<file path="config.mk">
export PLATFORM = sky130hd
export DESIGN_NAME = mixcol_iter
export DESIGN_NICKNAME = d
export VERILOG_FILES = /design/src/rtl/mixcol_iter.sv
export SDC_FILE = /design/constraint.sdc
export NUM_CORES = 1
export LEC_CHECK = 0
export CORE_MARGIN = 4
export CORE_UTILIZATION = 55
export CTS_BUF_LIST = sky130_fd_sc_hd__clkbuf_4
export DETAILED_ROUTE_END_ITERATION = 10
export DONT_BUFFER_PORTS = 1
export GPL_TIMING_DRIVEN = 0
export PLACE_DENSITY = 0.82
export SLEW_MARGIN = 5
export SYNTH_ARGS = -nofsm -noshare
export SYNTH_HDL_FRONTEND = slang
export SYNTH_SLANG_ARGS = --single-unit
</file>
<file path="constraint.sdc">
create_clock -name clock -period 6.84 [get_ports clock]
set_input_delay 1.368 -clock clock [delete_from_list [all_inputs] [get_ports clock]]
set_output_delay 1.368 -clock clock [all_outputs]
set_load 0.005 [all_outputs]
</file>
<file path="src/rtl/mixcol_iter.sv">
// mixcol_iter: iterative AES (Inv)MixColumns, one column per clock,
// with a last-round bypass that forwards the state unchanged.
module mixcol_iter #(
  parameter bit INV = 1'b0
) (
  input  logic         clock,
  input  logic         resetn,
  input  logic         in_valid,
  output logic         in_ready,
  input  logic [127:0] in_data,
  input  logic         in_last,
  output logic         out_valid,
  input  logic         out_ready,
  output logic [127:0] out_data
);
  localparam logic [1:0] IDLE = 2'd0, BUSY = 2'd1, DONE = 2'd2;
  localparam logic [3:0] K0 = INV ? 4'he : 4'h2;
  localparam logic [3:0] K1 = INV ? 4'hb : 4'h3;
  localparam logic [3:0] K2 = INV ? 4'hd : 4'h1;
  localparam logic [3:0] K3 = INV ? 4'h9 : 4'h1;
  logic [1:0]   state, col;
  logic [127:0] work, nxt;
  logic [31:0]  a, b;
  logic         accept;

  function automatic logic [7:0] xt(input logic [7:0] v);
    return {v[6:0], 1'b0} ^ (v[7] ? 8'h1b : 8'h00);
  endfunction

  // k is always a constant, so each product collapses to an xtime chain and XORs
  function automatic logic [7:0] mul(input logic [7:0] v, input logic [3:0] k);
    logic [7:0] v2, v4, v8;
    v2 = xt(v);
    v4 = xt(v2);
    v8 = xt(v4);
    return (k[0] ? v : 8'h00) ^ (k[1] ? v2 : 8'h00) ^ (k[2] ? v4 : 8'h00) ^ (k[3] ? v8 : 8'h00);
  endfunction

  assign in_ready  = (state == IDLE) || (state == DONE && out_ready);
  assign out_valid = (state == DONE);
  assign accept    = in_valid && in_ready;

  always_comb begin
    a = '0;
    for (int r = 0; r < 4; r++)
      for (int c = 0; c < 4; c++)
        if (2'(c) == col) a[31-8*r -: 8] = work[127-32*r-8*c -: 8];
    for (int i = 0; i < 4; i++)
      b[31-8*i -: 8] = mul(a[31-8*i -: 8], K0) ^ mul(a[31-8*((i+1)%4) -: 8], K1)
                     ^ mul(a[31-8*((i+2)%4) -: 8], K2) ^ mul(a[31-8*((i+3)%4) -: 8], K3);
    nxt = work;
    for (int r = 0; r < 4; r++)
      for (int c = 0; c < 4; c++)
        if (2'(c) == col) nxt[127-32*r-8*c -: 8] = b[31-8*r -: 8];
  end

  always_ff @(posedge clock or negedge resetn)
    if (!resetn) begin
      state    <= IDLE;
      col      <= '0;
      work     <= '0;
      out_data <= '0;
    end else if (accept) begin
      state <= in_last ? DONE : BUSY;
      col   <= '0;
      if (in_last) out_data <= in_data;
      else work <= in_data;
    end else if (state == BUSY) begin
      work <= nxt;
      col  <= col + 2'd1;
      if (col == 2'd3) begin
        state    <= DONE;
        out_data <= nxt;
      end
    end else if (state == DONE && out_ready) state <= IDLE;
endmodule

</file>
* After elaboration in Yosys (flattened, before gate mapping) *
Cells that the tools add are included.

cells by class
  reduce and logical (&&, ||, !) cells = 11
  equality and inequality tests = 9
  bitwise logic cells = 20
  multiplexer cells = 50
  $add $sub $neg = 1

operators with widths
  cell                 number
  $mux 128             7
  $mux 8               32
  $xor 8x8->8          17
  $xor 8x5->8          3
  $mux 5               4
  $mux 2               7
  $eq 2x2->1 const A   2
  $eq 2x2->1 const B   2
  $logic_not 2->1      2
  $ne 2x2->1 const B   2
  $reduce_and 2->1     2
  $reduce_bool 2->1    2
  $ne 3x2->1 const B   1
  $reduce_and 3->1     1
  $reduce_bool 3->1    1
  $add 2x1->2 const B  1
  $eq 1x2->1 const A   1
  $eq 2x1->1 const B   1
  $logic_and 1x1->1    2
  $logic_or 1x1->1     1

word-level totals
  flip-flop bits (word level) = 260
  output and inout port bits = 130
  logic and storage cells = 95

* Logic depth before layout (Yosys ltp) *
  word-level depth = 15
  gate-level depth with buffers = 11

* Worst setup path before layout *
No wires, ideal clock.

  path kind = input to register
  from = input port out_ready
  to = register out_data[108]
  buffers on the path = 2
  arrival = 2.899 ns
  stages on the path = 8
  path slack = 3.799 ns
  cells stage by stage = o21ai_0 nor2_1 a21oi_1 buf_2 clkbuf_1 a21oi_1 a21oi_1 a31oi_1

between the ends
  word-level cells in the longest chain between the ends = 5
  elaborated cells on any way between the ends = 8
  those cells by class = eq/ne: 1; mux: 1; reduce/logical: 6

RTL lines
  item                                                              line  text
  start, declared                                                   13    input logic out_ready,
  $logic_and 1x1->1 *                                               39    assign in_ready = (state == IDLE) || (state == DONE && out_ready);
  $logic_or 1x1->1 *                                                39
  $logic_and 1x1->1 *                                               41    assign accept = in_valid && in_ready;
  $ne 2x2->1 (no source line) or $reduce_bool 2->1 (tied branches)  --
  $reduce_and 3->1 (no source line)                                 --
  end signal, assigned                                              66    if (in_last) out_data <= in_data;
  end signal, assigned                                              73    out_data <= nxt;
  end, declared                                                     14    output logic [127:0] out_data

Mark *: on every way between the ends. The rest lies on a longest branch, timed or not.
A chain may end at the register's enable or synchronous reset.

* Final worst setup path *
  from = register col[0]
  to = register out_data[125]

between the ends
  word-level cells in the longest chain between the ends = 14
  elaborated cells on any way between the ends = 33
  those cells by class = eq/ne: 4; mux: 20; bitwise: 6; reduce/logical: 3

RTL lines
  item                      line    text
  start, declared           21      logic [1:0] state, col;
  start signal, assigned    70      col <= col + 2'd1;
  $logic_not 2->1           47, 54
  $mux 8 (4 in a row)       47      if (2'(c) == col) a[31-8*r -: 8] = work[127-32*r-8*c -: 8];
  $xor 8x5->8               --
  $xor 8x8->8               36      return (k[0] ? v : 8'h00) ^ (k[1] ? v2 : 8'h00) ^ (k[2] ? v4 : 8'h00) ^ (k[3] ? v8 : 8'h00);
  $xor 8x8->8               49      b[31-8*i -: 8] = mul(a[31-8*i -: 8], K0) ^ mul(a[31-8*((i+1)%4) -: 8], K1)
  $xor 8x8->8 (2 in a row)  50      ^ mul(a[31-8*((i+2)%4) -: 8], K2) ^ mul(a[31-8*((i+3)%4) -: 8], K3);
  $mux 8                    54      if (2'(c) == col) nxt[127-32*r-8*c -: 8] = b[31-8*r -: 8];
  $mux 128                  71      if (col == 2'd3) begin
  $mux 128                  68      end else if (state == BUSY) begin
  $mux 128                  63      end else if (accept) begin

Several ways; a longest one is shown, not always the timed one. The select of a mux whose other input is x is not followed.

==> impl_results.md <==
- First-pass GRT wire length: 89.6 mm
- DP HPWL: 43.7 mm
- H-Tree Depth: 3
- DRT iter0 DRCs: 2365
- Hold Buf Count CTS: 0
- Min cycle time layout: 3.99 ns
- Postcts setup bufs: 0
- Most common cell in the netlist: a21oi_1
- Setup violators final: 0
- Slew headroom: 36.1%
- Ys async rst share: 100%
- Post-route DRC: 0
- Synth area leaders: dfrtp_1 44%, a21oi_1 16%, o21ai_0 6.2%
- Pins Over Slew Limit: 0
- CP Buf/Inv Count: 5
- Synth area leader: dfrtp_1
- Final ANT Viol Nets: 0
- Post-Route WL: 60.6 mm
- HP Class: input port to asynchronous set/reset pin
- Clock Sinks: 260
- Seq/Total Area, Yosys: 43.8%
- Post-Syn Instances: 1710
- Number of core rows: 59
- Cts bufs inserted: 70
- I/O pin cnt: 263
- Number of synthesized flops with an enable pin: 0
- TritonCTS clock tree: done
- Vias post-DR: 15200
- Gr usage total: 39.9%
- Max Root-Sink Buffers: 3
- Router iterations before antenna repair: 8
- Ys flop type: dfrtp_1
- Reg clk slew, reported paths: 0.07 ns
- Wire length per cell: 27.9 um
- Slowest stage delay, CP: 0.75 ns
- # resized after CTS: 0
- Critical Path AT: 4.53 ns
- Max Cap Viol: 0
- Flops & latches, synth: 260
- Cells along the critical path: ha_1, inv_2, buf_6, buf_2, nor2_1, a21oi_1, buf_2, buf_1, a21oi_1, a21oi_1, a21oi_1
- Height of the die: 172 um
- Die width: 172 um
- Yosys Warn Count: 0
- Fill cell count: 2299
- # nets final: 1919
- Mean Syn Cell Area: 8.68 um^2
- Fmax: 0.251 GHz
- Setup TNS Final: 0 ns
- Crit start category: register
- Synth top area share: 43.8%
- Number of global-route vias before repair: 15000
- Status: completed
- Core footprint: 26300 um^2
- Vias per std cell: 7.00
- Initial cell density of the core: 56.5%
- Initial antenna violation count: 2
- GP Congestion: 1.06
- Area delta synth->final: 8.74%
- Worst path most repeated cell: a21oi_1
- Slowest CP cell: a21oi_1
- Worst path top cell family by delay: buffers and inverters
- Clock root buffer: clkbuf_4
- Unique masters post-synth: 43
- WS Path Type: register to register
- Syn Nets: 1847
- Critical Path RT: 7.39 ns
- Layout cells sized above 1: 9.44%
- Hold Vio Cnt, Final: 0
- Worst skew pair latency: 0.71 ns
- Crit end category: register
- Final Skew: 0.0462 ns
- Largest net degree at the start of global routing: 261
- Worst-Margin Slew: 0.957 ns
- Overflow after GRT: 0
- Mapped Area: 14800 um^2
- Die ar.: 29700 um^2
- Most frequent cells after synthesis: 470 x a21oi_1, 260 x dfrtp_1, 183 x o21ai_0
- Period Utilization, post-route: 58.3%
- Critical path fanouts, max: 10
- PortBufs: 0
- RSZ-0062 raised after global routing: no
[cell families after synthesis]
family                   after synthesis  share of synthesized area (%)
XOR/XNOR                              93                           8.39
flip-flops                           260                           43.8
adder cells (fa/ha/maj)                4                          0.337
AND/OR/NAND/NOR                      339                           11.2
buffers and inverters                166                           4.74
AO/OA/AOI/OAI                        848                           31.5
[cells in the final DEF (no fill, tap or decap), types with 5 or more instances in the layout]
master	n
nor2_1	21
xnor2_1	33
a21oi_1	470
clkbuf_4	93
buf_2	17
nor2b_1	5
xor3_1	5
o21ai_1	14
or3_1	61
clkinv_1	20
buf_6	6
clkbuf_1	124
a22oi_1	50
xor2_1	20
and2_1	6
a31oi_1	36
o21ai_0	183
o211ai_1	15
dfrtp_1	260
buf_1	9
inv_1	5
xnor2_2	19
xnor3_1	15
nand2_1	170
and3_1	68
o221ai_1	13
a21oi_2	11
o22ai_1	43
[layout make-up]
cell class | instances | area (um^2) | share of cell area [%]
Clock buffer | 93 | 698 | 4.32
Tap cell | 335 | 419 | 2.60
Antenna cell | 2 | 5.00 | 0.0310
Sequential cell | 260 | 6510 | 40.3
Clock inverter | 29 | 173 | 1.07
Multi-Input combinational cell | 1284 | 7640 | 47.3
Inverter | 6 | 22.5 | 0.139
Buffer | 160 | 682 | 4.22
[per-layer routing]
layer	part of all wire (%)	track usage (%)	wire length, um	vias to the layer above
met4	7.5	24.2	4570	0
met3	14	14.9	8620	324
met1	35	49.2	21100	7123
met2	43	59.7	26300	1318
li1	-	-	-	6428
met5	0	0	0	-
[metrics by stage]
| step | area (um^2) | utilization (%) | hold WS (ns) | cells | worst slack (ns) |
|---|---|---|---|---|---|
| 6_report | 16100 | 61.4 | 0.386 | 2169 | 2.85 |
| 5_1_grt | 16100 | 61.4 | 0.356 | 2169 | 2.90 |
| 4_1_cts | 16100 | 61.4 | 0.347 | 2167 | 2.78 |
| 3_5_place_dp | 15300 | 58.1 | 0.517 | 2045 | 2.08 |
| 3_3_place_gp | 15300 | 58.1 | 0.511 | 2045 | 2.21 |
| 2_1_floorplan | 14800 | - | 0.478 | 1710 | 3.80 |
[final timing paths]
path / startpoint / end / slack, ns / cells past startpoint
min in group clock: out_data[68] / out_data[68] / 0.53 / 2
worst max-delay path: col[0] / out_data[125] / 2.85 / 11
worst max register to register: col[0] / out_data[125] / 2.85 / 11
max in group asynchronous: resetn / out_data[53] / 6.18 / 0
worst min-delay path: resetn / out_data[71] / 0.39 / 0
worst min register to register: out_data[68] / out_data[68] / 0.53 / 2
[registers in the layout, indices dropped and copies added (netlist names)]
register and cells:
out_data 128, work 128, col 2, state 2
[worst reg2reg max path: stages (launching register included)]
cell	delay [ns]
dfrtp_1	0.43
ha_1	0.33
inv_2	0.10
buf_6	0.16
buf_2	0.31
nor2_1	0.21
a21oi_1	0.75
buf_2	0.57
buf_1	0.59
a21oi_1	0.12
a21oi_1	0.19
a21oi_1	0.06
Power is left out: the tool's default activity adds up to more than one toggle a clock period on the data nets, which glitch-free logic cannot reach.
